`src/rtl/dclk_meter_pkg.sv`:
```
// Shared types and divider-ratio constants for the divided-clock meter.
package dclk_meter_pkg;

    typedef enum logic [1:0] {
        IDLE,
        ARM,
        MEASURE
    } state_e;

    // Divider ratio contract: select code -> period in clk_i cycles
    localparam int unsigned PERIOD_SEL0 = 2;
    localparam int unsigned PERIOD_SEL1 = 4;
    localparam int unsigned PERIOD_SEL2 = 8;
    localparam int unsigned PERIOD_SEL3 = 16;

    localparam logic [1:0] SEL_CODE0 = 2'd0;
    localparam logic [1:0] SEL_CODE1 = 2'd1;
    localparam logic [1:0] SEL_CODE2 = 2'd2;
    localparam logic [1:0] SEL_CODE3 = 2'd3;

    // Returns {legal, sel}; illegal periods decode to sel 0
    function automatic logic [2:0] decode_period(input logic [31:0] period);
        logic [2:0] res;
        res = 3'b000;
        case (period)
            PERIOD_SEL0: res = {1'b1, SEL_CODE0};
            PERIOD_SEL1: res = {1'b1, SEL_CODE1};
            PERIOD_SEL2: res = {1'b1, SEL_CODE2};
            PERIOD_SEL3: res = {1'b1, SEL_CODE3};
            default:     res = 3'b000;
        endcase
        return res;
    endfunction

endpackage

```
`src/rtl/dclk_meter_sync_rise_det.sv`:
```
// Synchroniser chain for an asynchronous level, plus one delay flop to
// produce a single-cycle rising-edge strobe in the clk_i domain.
module sync_rise_det #(
    parameter int unsigned SYNC_STAGES = 2
) (
    input  logic clk_i,
    input  logic rstn_i,
    input  logic async_i,
    output logic s_o,
    output logic rise_o
);

    logic [SYNC_STAGES-1:0] sync_q;
    logic                   s_q;

    // Shift the async level through the chain; s_q lags the last stage
    always_ff @(posedge clk_i or negedge rstn_i) begin
        if (!rstn_i) begin
            sync_q <= '0;
            s_q    <= 1'b0;
        end else begin
            sync_q <= {sync_q[SYNC_STAGES-2:0], async_i};
            s_q    <= sync_q[SYNC_STAGES-1];
        end
    end

    assign s_o    = sync_q[SYNC_STAGES-1];
    assign rise_o = sync_q[SYNC_STAGES-1] & ~s_q;

endmodule

```
`src/rtl/dclk_meter.sv`:
```
// Measures period and high time of a divided clock in clk_i cycles and
// decodes the period back to the divider select code.
module dclk_meter
    import dclk_meter_pkg::*;
#(
    parameter int unsigned CNT_W       = 16,
    parameter int unsigned SYNC_STAGES = 2
) (
    input  logic             clk_i,
    input  logic             rstn_i,
    input  logic             en_i,
    input  logic             dclk_i,
    output logic [CNT_W-1:0] period_o,
    output logic [CNT_W-1:0] high_o,
    output logic             valid_o,
    output logic [1:0]       sel_o,
    output logic             sel_ok_o,
    output logic             ovf_o
);

    localparam logic [CNT_W-1:0] CNT_MAX = '1;
    // cnt_q value at which the next increment would reach 2^CNT_W-2
    localparam logic [CNT_W-1:0] OVF_CNT = CNT_MAX - CNT_W'(2);

    state_e           state_q, state_d;
    logic [CNT_W-1:0] cnt_q, cnt_d;
    logic [CNT_W-1:0] hcnt_q, hcnt_d;
    logic [CNT_W-1:0] period_q, period_d;
    logic [CNT_W-1:0] high_q, high_d;
    logic [1:0]       sel_q, sel_d;
    logic             sel_ok_q, sel_ok_d;
    logic             valid_q, valid_d;
    logic             ovf_q, ovf_d;

    logic             s;
    logic             rise;
    logic [CNT_W-1:0] period_next;
    logic [2:0]       dec;

    sync_rise_det #(
        .SYNC_STAGES(SYNC_STAGES)
    ) u_sync (
        .clk_i  (clk_i),
        .rstn_i (rstn_i),
        .async_i(dclk_i),
        .s_o    (s),
        .rise_o (rise)
    );

    assign period_next = cnt_q + CNT_W'(1);

    // State, counters and registered outputs
    always_ff @(posedge clk_i or negedge rstn_i) begin
        if (!rstn_i) begin
            state_q  <= IDLE;
            cnt_q    <= '0;
            hcnt_q   <= '0;
            period_q <= '0;
            high_q   <= '0;
            sel_q    <= '0;
            sel_ok_q <= 1'b0;
            valid_q  <= 1'b0;
            ovf_q    <= 1'b0;
        end else begin
            state_q  <= state_d;
            cnt_q    <= cnt_d;
            hcnt_q   <= hcnt_d;
            period_q <= period_d;
            high_q   <= high_d;
            sel_q    <= sel_d;
            sel_ok_q <= sel_ok_d;
            valid_q  <= valid_d;
            ovf_q    <= ovf_d;
        end
    end

    // Next-state, counting and measurement capture; en_i low overrides all
    always_comb begin
        state_d  = state_q;
        cnt_d    = cnt_q;
        hcnt_d   = hcnt_q;
        period_d = period_q;
        high_d   = high_q;
        sel_d    = sel_q;
        sel_ok_d = sel_ok_q;
        valid_d  = 1'b0;
        ovf_d    = ovf_q;
        dec      = decode_period(32'(period_next));

        if (!en_i) begin
            state_d = IDLE;
            cnt_d   = '0;
            hcnt_d  = '0;
        end else begin
            case (state_q)
                IDLE: begin
                    state_d = ARM;
                end
                ARM: begin
                    if (rise) begin
                        cnt_d   = '0;
                        hcnt_d  = CNT_W'(1);
                        state_d = MEASURE;
                    end
                end
                MEASURE: begin
                    if (rise) begin
                        period_d = period_next;
                        high_d   = hcnt_q;
                        sel_d    = dec[1:0];
                        sel_ok_d = dec[2];
                        valid_d  = 1'b1;
                        ovf_d    = 1'b0;
                        cnt_d    = '0;
                        hcnt_d   = CNT_W'(1);
                    end else if (cnt_q == OVF_CNT) begin
                        ovf_d   = 1'b1;
                        cnt_d   = '0;
                        hcnt_d  = '0;
                        state_d = ARM;
                    end else begin
                        cnt_d = period_next;
                        if (hcnt_q != CNT_MAX) begin
                            hcnt_d = hcnt_q + CNT_W'(s);
                        end
                    end
                end
                default: begin
                    state_d = IDLE;
                end
            endcase
        end
    end

    assign period_o = period_q;
    assign high_o   = high_q;
    assign valid_o  = valid_q;
    assign sel_o    = sel_q;
    assign sel_ok_o = sel_ok_q;
    assign ovf_o    = ovf_q;

endmodule

```
`config.mk`:
```
export PLATFORM = sky130hd
export DESIGN_NAME = dclk_meter
export DESIGN_NICKNAME = d
export VERILOG_FILES = /design/src/rtl/dclk_meter_pkg.sv /design/src/rtl/dclk_meter_sync_rise_det.sv /design/src/rtl/dclk_meter.sv
export SDC_FILE = /design/constraint.sdc
export NUM_CORES = 1
export LEC_CHECK = 0
export CAP_MARGIN = 10
export CORE_MARGIN = 4
export CORE_UTILIZATION = 41
export CTS_CLUSTER_DIAMETER = 120
export DETAILED_ROUTE_END_ITERATION = 7
export HOLD_SLACK_MARGIN = 0.06
export PLACE_DENSITY_LB_ADDON = 0.15
export REMOVE_ABC_BUFFERS = 1
export SYNTH_ARGS = -nofsm -noshare
export SYNTH_HDL_FRONTEND = slang
export SYNTH_SLANG_ARGS = --single-unit
```
`constraint.sdc`:
```
create_clock -name clk_i -period 2.8 [get_ports clk_i]
set_clock_uncertainty 0.15 [all_clocks]
set_input_delay 0.56 -clock clk_i [delete_from_list [all_inputs] [get_ports clk_i]]
set_output_delay 0.56 -clock clk_i [all_outputs]
set_load 0.02 [all_outputs]
```
==> qor.yml <==
status: "finished, final reports clean"
place_ws_ps: 201
layout_setup_ws_ps: 252
groute.usage.overall: 0.162
r2r-end: "sel_ok_o"
hold_viol: 0
grtUsageMet2: 0.239
grt_util_met3: 0.0373
synth-edff-count: 0
avgSynthCellArea_sq_um: 8.84
antenna_left: 0
synth_top_family_by_area: "simple AND/OR/NAND/NOR gates"
path_cells: "nand3_4 -> or4_1 -> o31ai_1 -> o22ai_1 -> or4b_4 -> o31ai_1"
grtUsageMet1: 0.241
crit_arrival_ps: 2650
final_cell_area_sq_um: 4470
dieWidth_microns: 104
seq_area_sq_um: 1850
holdCritPathClass: "register to register"
worstHoldEndpoint: "u_sync.sync_q[1]"
p_comb_frac: 0.060
synth_common_cells: "nand2_1 (103), dfrtp_1 (74), o21ai_0 (50)"
synth_compound_area_frac: 0.167
fmax_ghz: 0.392
critPathKind: "register to register"
synth.most_common_cell: "nand2_1"
rows: 34
ys_types: 49
worst_slew_pin_slew_ps: 473
htree_levels: 3
drv_cap: 0
grt_setup_unrepaired: "no"
cts_buffers: 9
multi_input_area_sq_um: 1760
end_kind: "register"
synth_area_sq_um: 3750
vias_per_cell: 5.39
cts_tree: "done"
fp.dieH_microns: 104
antenna_found_initial: 0
slew_headroom: 0.685
clock_latency_ps: 340
final_max_slew_viol_count: 0
hold_slack_ps: 210
min_period_ps: 2550
drive_gt1_frac: 0.0708
reg2reg_slack_ps: 250
area_growth_pct: 19.1
cpMostUsedCell: "o31ai_1"
synthAdderAreaFrac: 0.0167
busiest_layer: "met1"
die_area_sq_um: 10700
p_sw_w: 0.000463
wire_per_inst_microns: 14.5
hp-start: "u_sync.sync_q[0]"
required_ps: 2900
pin_count: 41
drtIter0Drc: 155
antenna_cells: 0
p_per_area_nw_per_um2: 449
clockPowerShare: 0.393
remaining_drc_errors: 0
overflow: 0
grt_first_pass_wirelength_mm: 14.6
hold_depth: 0
yosysWarnings: 0
cts-root-buf: "clkbuf_8"
slowest_stage: "dfrtp_1"
min_period_over_period: 0.910
ys_seq_area_frac: 0.494
portBuffers: 40
via_count: 3093
dpl_cell_area_sq_um: 4260
drt_wl_total_mm: 8.32
cts_sinks: 74
clk_pin_slew_ps: 80
crit_path_start_kind: "register"
synth.largest_area_cell: "dfrtp_1"
synth_xor_xnor_area_share: 0.0444
r2r_cells: 6
synth_simple_gate_area_frac: 0.237
reg2reg_from: "cnt_q[2]"
first_global_vias: 2955
synth_top_area_share: 0.494
worstPathMaxFanout: 14
start_util: 0.426
grt_max_degree: 52
dp_hpwl_mm: 5.65
postCtsSetupRepairBufs: 0
core_area_sq_um: 8810
layout.nets: 471
pwr-share-seq: 0.547
setup_viol: 0
drt-pass1-iter-count: 4
p_leak_nw: 1.88
crit_buf_inv: 0
cp_top_family: "simple AND/OR/NAND/NOR gates"
vdd.ir_drop.worst_uv: 237
synthMuxAreaShare: 0.00267
synthCells: 424
fillers: 839
yosys_most_used_dff: "dfrtp_1"
max_stage_delay_ps: 620
cts_buffer_depth: 2
synth_area_leaders: "dfrtp_1 (49%), nand2_1 (10%), o21ai_0 (6.7%), xnor2_1 (2.8%), nand3_1 (2.7%)"
intPower_w: 0.00154
synth_seq_cells: 74
synth_async_sr_flop_share: 1.00
gp_congestion: 0.819
sw_frac_of_total: 0.231
## power groups by stage
stage | sequential (W) | combinational (W) | clock [W]
after floorplan | 0.00113 | 0.0000408 | 0
after global routing | 0.00110 | 0.000135 | 0.000857
after global placement | 0.00112 | 0.000121 | 0
final | 0.00110 | 0.000119 | 0.000788
after detailed placement | 0.00112 | 0.000122 | 0
after CTS | 0.00110 | 0.000123 | 0.000812
## per-layer routing
metal	routed length (microns)	part of all wire
met3	410	0.049
met1	4200	0.51
met4	76	0.0091
met2	3630	0.44
met5	0	0
## how the worst max path moves through the flow
| stage | endpoint | depth (start not counted) | slack (ps) | start |
|---|---|---|---|---|
| 5_1_grt | sel_o[0] | 7 | 20 | cnt_q[0] |
| 3_5_place_dp | sel_ok_o | 6 | 200 | cnt_q[2] |
| 4_1_cts | sel_ok_o | 6 | 180 | cnt_q[2] |
| 2_1_floorplan | sel_o[0] | 6 | -70 | en_i |
| 6_report | sel_ok_o | 6 | 250 | cnt_q[2] |
| 3_3_place_gp | sel_o[0] | 7 | 290 | en_i |
## area by class of cell
type,count,share of cell area
multi-input cells,318,0.394
well taps,108,0.0303
inverters,6,0.00504
clock buffers,13,0.0401
flip-flops and latches,74,0.415
clock inverters,2,0.00224
repair buffers,53,0.114
## state kept, by name, indices dropped and copies added, names as in the netlist, 2 cells and up
name / cells
u_sync.sync_q: 2
period_o: 16
sel_o: 2
hcnt_q: 16
cnt_q: 16
high_o: 16
state_q: 2
## logic make-up after synthesis
group | after synthesis
buffers and inverters | 32
AO/OA/AOI/OAI | 105
AND/OR/NAND/NOR | 188
flip-flops | 74
multiplexers | 1
XOR/XNOR | 19
adder cells (fa/ha/maj) | 5
## stage by stage
stage / setup TNS (ps) / instances / util / power [W]
2_1_floorplan: -207 / 398 / - / 0.00117
3_5_place_dp: 0 / 558 / 0.484 / 0.00124
3_3_place_gp: 0 / 558 / 0.484 / 0.00124
4_1_cts: 0 / 574 / 0.507 / 0.00203
6_report: 0 / 574 / 0.507 / 0.00200
5_1_grt: 0 / 574 / 0.507 / 0.00209
## what timing repair did
action / in CTS / in global routing
hold buffers: 1 / 0
gates resized for setup: 0 / 1
endpoints found under the setup margin: 0 / 3
endpoints found under the hold margin: 9 / 0
## cells in the final DEF, fill, tap and decap left out, types with 4 or more instances in the layout
master | Yosys | final
clkbuf_8 | 0 | 13
nand2b_1 | 5 | 5
buf_4 | 0 | 11
nor2_1 | 19 | 19
o31ai_1 | 13 | 13
and3_1 | 9 | 9
o21ai_0 | 50 | 50
ha_1 | 5 | 5
dfrtp_1 | 74 | 74
xor2_1 | 7 | 7
nor3_1 | 5 | 4
and4_1 | 7 | 7
o22ai_1 | 5 | 5
inv_1 | 5 | 5
nand3_1 | 20 | 20
clkdlybuf4s50_1 | 0 | 39
nand4_1 | 5 | 5
xnor2_1 | 12 | 12
a21oi_1 | 15 | 15
and2_1 | 4 | 4
nand2_1 | 103 | 103
(Power assumes the default switching activity.)
